File: src/rtl/cpu_pkg.sv
// Shared CPU definitions used by the bit-addressable data memory.
package cpu_pkg;

  // Address width of the bit RAM; depth is 2**BIT_RAM_AWIDTH cells.
  localparam int BIT_RAM_AWIDTH = 8;

  typedef logic [BIT_RAM_AWIDTH-1:0] bit_addr_t;

  // Number of cells addressed by an address of the given width.
  function automatic int unsigned bit_ram_depth(input int unsigned aw);
    return 32'd1 << aw;
  endfunction

endpackage

File: src/rtl/ram_bit_3port_if.sv
// Port bundle of the bit RAM: two combinational read ports and one clocked write port.
interface ram_bit_3port_if
  import cpu_pkg::*;
#(
  parameter int AWIDTH = BIT_RAM_AWIDTH
);

  logic [AWIDTH-1:0] port_a_address;
  logic              port_a_out;
  logic [AWIDTH-1:0] port_b_address;
  logic              port_b_out;
  logic [AWIDTH-1:0] port_c_address;
  logic              port_c_data;
  logic              port_c_we;

  // The CPU side drives addresses and write data and consumes the read bits.
  modport master (
    output port_a_address,
    input  port_a_out,
    output port_b_address,
    input  port_b_out,
    output port_c_address,
    output port_c_data,
    output port_c_we
  );

  // The memory side answers reads and accepts writes.
  modport slave (
    input  port_a_address,
    output port_a_out,
    input  port_b_address,
    output port_b_out,
    input  port_c_address,
    input  port_c_data,
    input  port_c_we
  );

endinterface

File: src/rtl/ram_bit_3port_wdec.sv
// One-hot write decoder: turns the write address and enable into per-cell write strobes.
module ram_bit_wdec
  import cpu_pkg::*;
#(
  parameter int AWIDTH = BIT_RAM_AWIDTH,
  parameter int DEPTH  = 2 ** AWIDTH
) (
  input  logic [AWIDTH-1:0] addr_i,
  input  logic              we_i,
  output logic [DEPTH-1:0]  wen_o
);

  // Raise exactly one strobe when writing, none otherwise.
  always_comb begin
    wen_o = '0;
    if (we_i) begin
      wen_o[addr_i] = 1'b1;
    end
  end

endmodule

File: src/rtl/ram_bit_3port.sv
// Bit-addressable data memory: one flop per bit cell, two asynchronous read
// ports feeding the logic unit operands and one synchronous write-back port.
module ram_bit_3port
  import cpu_pkg::*;
#(
  parameter int AWIDTH = BIT_RAM_AWIDTH
) (
  input  logic            clk,
  input  logic            rst_n,
  ram_bit_3port_if.slave  bus
);

  localparam int DEPTH = int'(bit_ram_depth(AWIDTH));

  logic [DEPTH-1:0] writeEn;
  logic [DEPTH-1:0] cellBits;

  ram_bit_wdec #(
    .AWIDTH (AWIDTH),
    .DEPTH  (DEPTH)
  ) u_wdec (
    .addr_i (bus.port_c_address),
    .we_i   (bus.port_c_we),
    .wen_o  (writeEn)
  );

  // Each cell is its own flop so the async clear empties the whole array at once
  // and a write touches only the strobed cell.
  for (genvar i = 0; i < DEPTH; i++) begin : g_cell
    logic cell_q;
    logic cell_d;

    // Hold the stored bit unless this cell is the write target.
    always_comb begin
      cell_d = cell_q;
      if (writeEn[i]) begin
        cell_d = bus.port_c_data;
      end
    end

    // Cell storage; reset dominates so writes are ignored while rst_n is low.
    always_ff @(posedge clk or negedge rst_n) begin
      if (!rst_n) begin
        cell_q <= 1'b0;
      end else begin
        cell_q <= cell_d;
      end
    end

    assign cellBits[i] = cell_q;
  end

  // Reads come straight from the flops with no bypass of port_c_data, so a
  // read of the cell being written shows the old bit until the clock edge and
  // write data derived from a read output cannot form a combinational loop.
  assign bus.port_a_out = cellBits[bus.port_a_address];
  assign bus.port_b_out = cellBits[bus.port_b_address];

endmodule

File: src/flat_wrapper.sv
// flat-port wrapper written by rule: the top's interface ports become plain ports
module ram_bit_3port_flat import cpu_pkg::*;
#(
  parameter int AWIDTH = BIT_RAM_AWIDTH
)
  (clk, rst_n, bus_port_a_address, bus_port_a_out, bus_port_b_address, bus_port_b_out, bus_port_c_address, bus_port_c_data, bus_port_c_we);
  ram_bit_3port_if #(.AWIDTH(AWIDTH)) bus_i ();
  input  logic clk;
  input  logic rst_n;
  input wire logic [$bits(bus_i.port_a_address)-1:0] bus_port_a_address;
  output wire logic [$bits(bus_i.port_a_out)-1:0] bus_port_a_out;
  input wire logic [$bits(bus_i.port_b_address)-1:0] bus_port_b_address;
  output wire logic [$bits(bus_i.port_b_out)-1:0] bus_port_b_out;
  input wire logic [$bits(bus_i.port_c_address)-1:0] bus_port_c_address;
  input wire logic [$bits(bus_i.port_c_data)-1:0] bus_port_c_data;
  input wire logic [$bits(bus_i.port_c_we)-1:0] bus_port_c_we;
  assign bus_i.port_a_address = bus_port_a_address;
  assign bus_port_a_out = bus_i.port_a_out;
  assign bus_i.port_b_address = bus_port_b_address;
  assign bus_port_b_out = bus_i.port_b_out;
  assign bus_i.port_c_address = bus_port_c_address;
  assign bus_i.port_c_data = bus_port_c_data;
  assign bus_i.port_c_we = bus_port_c_we;
  ram_bit_3port #(.AWIDTH(AWIDTH)) u_core (.clk(clk), .rst_n(rst_n), .bus(bus_i));
endmodule
File: config.mk
export PLATFORM = sky130hd
export DESIGN_NAME = ram_bit_3port_flat
export DESIGN_NICKNAME = d
export VERILOG_FILES = /design/src/rtl/cpu_pkg.sv /design/src/rtl/ram_bit_3port_if.sv /design/src/rtl/ram_bit_3port_wdec.sv /design/src/rtl/ram_bit_3port.sv /design/src/flat_wrapper.sv
export SDC_FILE = /design/constraint.sdc
export NUM_CORES = 1
export LEC_CHECK = 0
export BUFFER_PORTS_ARGS = -buffer_cell sky130_fd_sc_hd__buf_2
export CORE_MARGIN = 4
export CORE_UTILIZATION = 60
export DETAILED_ROUTE_END_ITERATION = 8
export PLACE_DENSITY = 0.86
export SETUP_SLACK_MARGIN = 0.05
export SYNTH_ARGS = -nofsm -noshare
export SYNTH_HDL_FRONTEND = slang
export SYNTH_HIERARCHICAL = 1
export SYNTH_SLANG_ARGS = --single-unit
File: constraint.sdc
create_clock -name clk -period 3.35 [get_ports clk]
set_clock_uncertainty 0.1 [all_clocks]
set_input_delay 0.1675 -clock clk [delete_from_list [all_inputs] [get_ports clk]]
set_output_delay 0.1675 -clock clk [all_outputs]
set_load 0.03 [all_outputs]
==> reports/results.txt <==
power density cells - 435 nW/µm²
RSZ-0062 raised after global routing - true
num rows - 59
final period utilization - 97.4%
chip width - 171 µm
final cell area excluding filler cells - 17100 µm²
Cell Chain, Critical Path - mux4_2 -> mux4_2 -> mux2i_2 -> nor2_2 -> o211ai_1 -> nand4_1 -> buf_6
max reg flops - 256
DIE AREA - 29200 µm²
synthesized area - 15900 µm²
Combinational Power Share - 13.2%
Critical Path Max Stage Delay - 0.51 ns
Top reg by flops - u_core/g_cell.cell_q
Post-synth EDFFs - 0
worst vdd ir - 0.000634 V
Layout area overhead - 7.59%
CTS H-Tree Depth - 1
Synth Net Count - 1357
Reg power frac - 45.3%
Clock power frac - 41.5%
crit path kind - reg2out
Final min period - 3.26 ns
Critical Path Fanout Max - 3
Sw Share - 26.7%
gpl congestion - 0.910
FF-to-FF setup slack - 2.32 ns
CTS root buf - clkbuf_16
flops & latches, synth - 256
TritonCTS Sinks - 256
initial antenna violation count - 2
Slowest cell on crit path - mux4_2
vias - 12100
Post-synth ARST share - 100%
Clock Tree Buf Depth - 3
Vias/cell - 7.39
number of synthesis warnings - 6
post-DP HPWL - 27.4 mm
placed cell area - 16100 µm²
starting density of the core - 61.0%
remaining global-route overflow - 0
share of cells above drive strength 1 - 39.5%
syn_area_per_cell - 12.0 µm²
Max Fclk - 306 MHz
crit path launch type - flip-flop
cell mode on critical path - mux4_2
Leakage - 7.24 nW
Hold WS - 0.136 ns
worst min path class - in2async
internal power - 5.45 mW
GR Util All Layers - 30.6%
Num CTS Buffers - 28
top flop regs - u_core/g_cell.cell_q x256
critical path capture point type - output port
Setup Total Neg Slack - 0 ns
DRT Pass-1 Iters - 6
Detail Route Antenna Nets - 0
Critical Path AT - 3.00 ns
Buffers & Inverters on Critical Path - 1
Fin. Hold Viols - 0
Primary FF master, synth - dfrtp_1
critical path's top delay family - multiplexers
Die H - 171 µm
post-synthesis instance total - 1329
Placeable Area - 26100 µm²
vias in the first global route - 12600
Worst-Skew Late Latency - 0.55 ns
Clock transition at path regs - 0.06 ns
Final setup violation count - 0
outcome - completed
Residual DRC - 0
DR iter-0 viols - 1728
Max-Cap Viols - 0
Final Core Density - 65.6%
CTS tree - done
setup ws final - 0.0861 ns
routed wire length - 44.5 mm
Placement Setup Slack - 0.197 ns
slew margin rel. - 37.0%
first-pass GRT wire length - 71.1 mm
final net count - 1307
worst-margin pin slew - 0.940 ns
Req. time, crit path - 3.08 ns
final slew viol count - 0
Port-buffer cells - 29
post-synth cell types - 46
Sw Pwr - 1.99 mW
I/O pin count - 30
routed len/inst - 27.2 µm
sequential share of the synthesized area - 40.3%
largest net degree at the start of global routing - 151
==> repair_timing <==
action | in CTS | in global routing
setup endpoints to repair | 1 | 1
buffers inserted | 0 | 4
gates resized for setup | 2 | 13
hold buffers | 2 | 0
endpoints found under the hold margin | 116 | 0
pin swaps | 0 | 3
==> path summary, 6_finish.rpt <==
check,start,endpoint,cells after the start
max in group asynchronous,rst_n,u_core/g_cell[193].cell_q,3
hold reg to reg,u_core/g_cell[25].cell_q,u_core/g_cell[25].cell_q,1
setup / recovery,u_core/g_cell[195].cell_q,bus_port_a_out,7
min in group clk,bus_port_c_address[2],u_core/g_cell[236].cell_q,4
hold / removal,rst_n,u_core/g_cell[99].cell_q,2
setup reg to reg,u_core/g_cell[195].cell_q,u_core/g_cell[195].cell_q,2
==> final cells by class <==
| type | count | area (µm²) |
|---|---|---|
| Inverter | 5 | 18.8 |
| Antenna cell | 2 | 5.00 |
| Multi-Input combinational cell | 904 | 8680 |
| Clock inverter | 13 | 155 |
| Timing Repair Buffer | 84 | 658 |
| Clock buffer | 38 | 758 |
| Fill cell | 1858 | 8960 |
| Sequential cell | 256 | 6410 |
| Tap cell | 335 | 419 |
==> synthesized netlist by cell type, drive strengths merged, types with 4 or more instances <==
cell type / n / area share (%)
a2111oi: 6 / 0.33
a221oi: 8 / 0.44
a22o: 9 / 0.50
a22oi: 10 / 0.47
a311oi: 5 / 0.28
buf: 79 / 3.0
clkbuf: 85 / 2.0
dfrtp: 256 / 40
inv: 5 / 0.12
mux2: 261 / 18
mux2i: 120 / 7.6
mux4: 76 / 11
nand2: 7 / 0.17
nand2b: 6 / 0.24
nand3: 5 / 0.16
nand3b: 7 / 0.33
nand4bb: 6 / 0.43
nor2: 20 / 0.47
nor2b: 6 / 0.24
nor3: 235 / 8.7
nor4: 36 / 1.4
o21ai: 12 / 0.38
o22ai: 43 / 1.7
or4b: 4 / 0.28
==> cell families after synthesis <==
logic type	Yosys count	synth area share, %
AO/OA/AOI/OAI	101	4.47
buffers and inverters	169	5.14
flip-flops	256	40.3
multiplexers	457	37.0
AND/OR/NAND/NOR	346	13.1
==> power by group through the flow <==
stage	Sequential (mW)	Clock (mW)	Combinational, mW
global placement	3.40	0	0.917
floorplan	3.37	0	0.651
finish	3.37	3.08	0.984
detailed placement	3.41	0	0.947
CTS	3.36	3.12	0.955
global route	3.38	3.28	1.03
==> metrics by stage <==
stage	power (mW)	std cells
final	7.43	1637
after global placement	4.32	1578
after floorplan	4.02	1329
after detailed placement	4.36	1578
after global routing	7.69	1637
after CTS	7.44	1631
==> placed cells by master, fill, tap and decap left out, types with 3 or more instances in the layout <==
cell / Yosys / routed
dfrtp_1: 256 / 256
a2111oi_0: 6 / 3
buf_12: 1 / 5
nand2_1: 7 / 6
nand4b_1: 3 / 3
mux4_1: 9 / 4
a31oi_1: 3 / 3
mux4_2: 67 / 72
buf_2: 34 / 22
mux2_2: 261 / 261
nand3b_1: 7 / 7
mux2i_1: 120 / 119
nand2b_1: 6 / 4
or3b_2: 2 / 3
clkinv_2: 0 / 8
nor3_1: 195 / 195
a221oi_1: 8 / 8
nor4_1: 36 / 36
nand4bb_1: 6 / 6
o21ai_0: 12 / 11
nor2_1: 20 / 19
or4b_1: 3 / 3
a22oi_1: 10 / 10
o22ai_1: 43 / 43
a22o_1: 9 / 9
a311oi_1: 5 / 5
clkbuf_16: 0 / 28
buf_4: 15 / 52
nand3_1: 5 / 4
clkbuf_1: 85 / 8
nor3_2: 40 / 40
nor2b_1: 6 / 6
bufinv_16: 0 / 3
inv_1: 4 / 4
==> per-layer routing <==
| metal | up-vias | track usage [%] | wire length (µm) |
|---|---|---|---|
| met1 | 6029 | 41.3 | 16700 |
| met3 | 207 | 6.03 | 4630 |
| li1 | 4994 | - | - |
| met5 | - | 0 | 0 |
| met2 | 873 | 48.2 | 21000 |
| met4 | 0 | 14.7 | 2240 |
(Power assumes the default switching activity.)
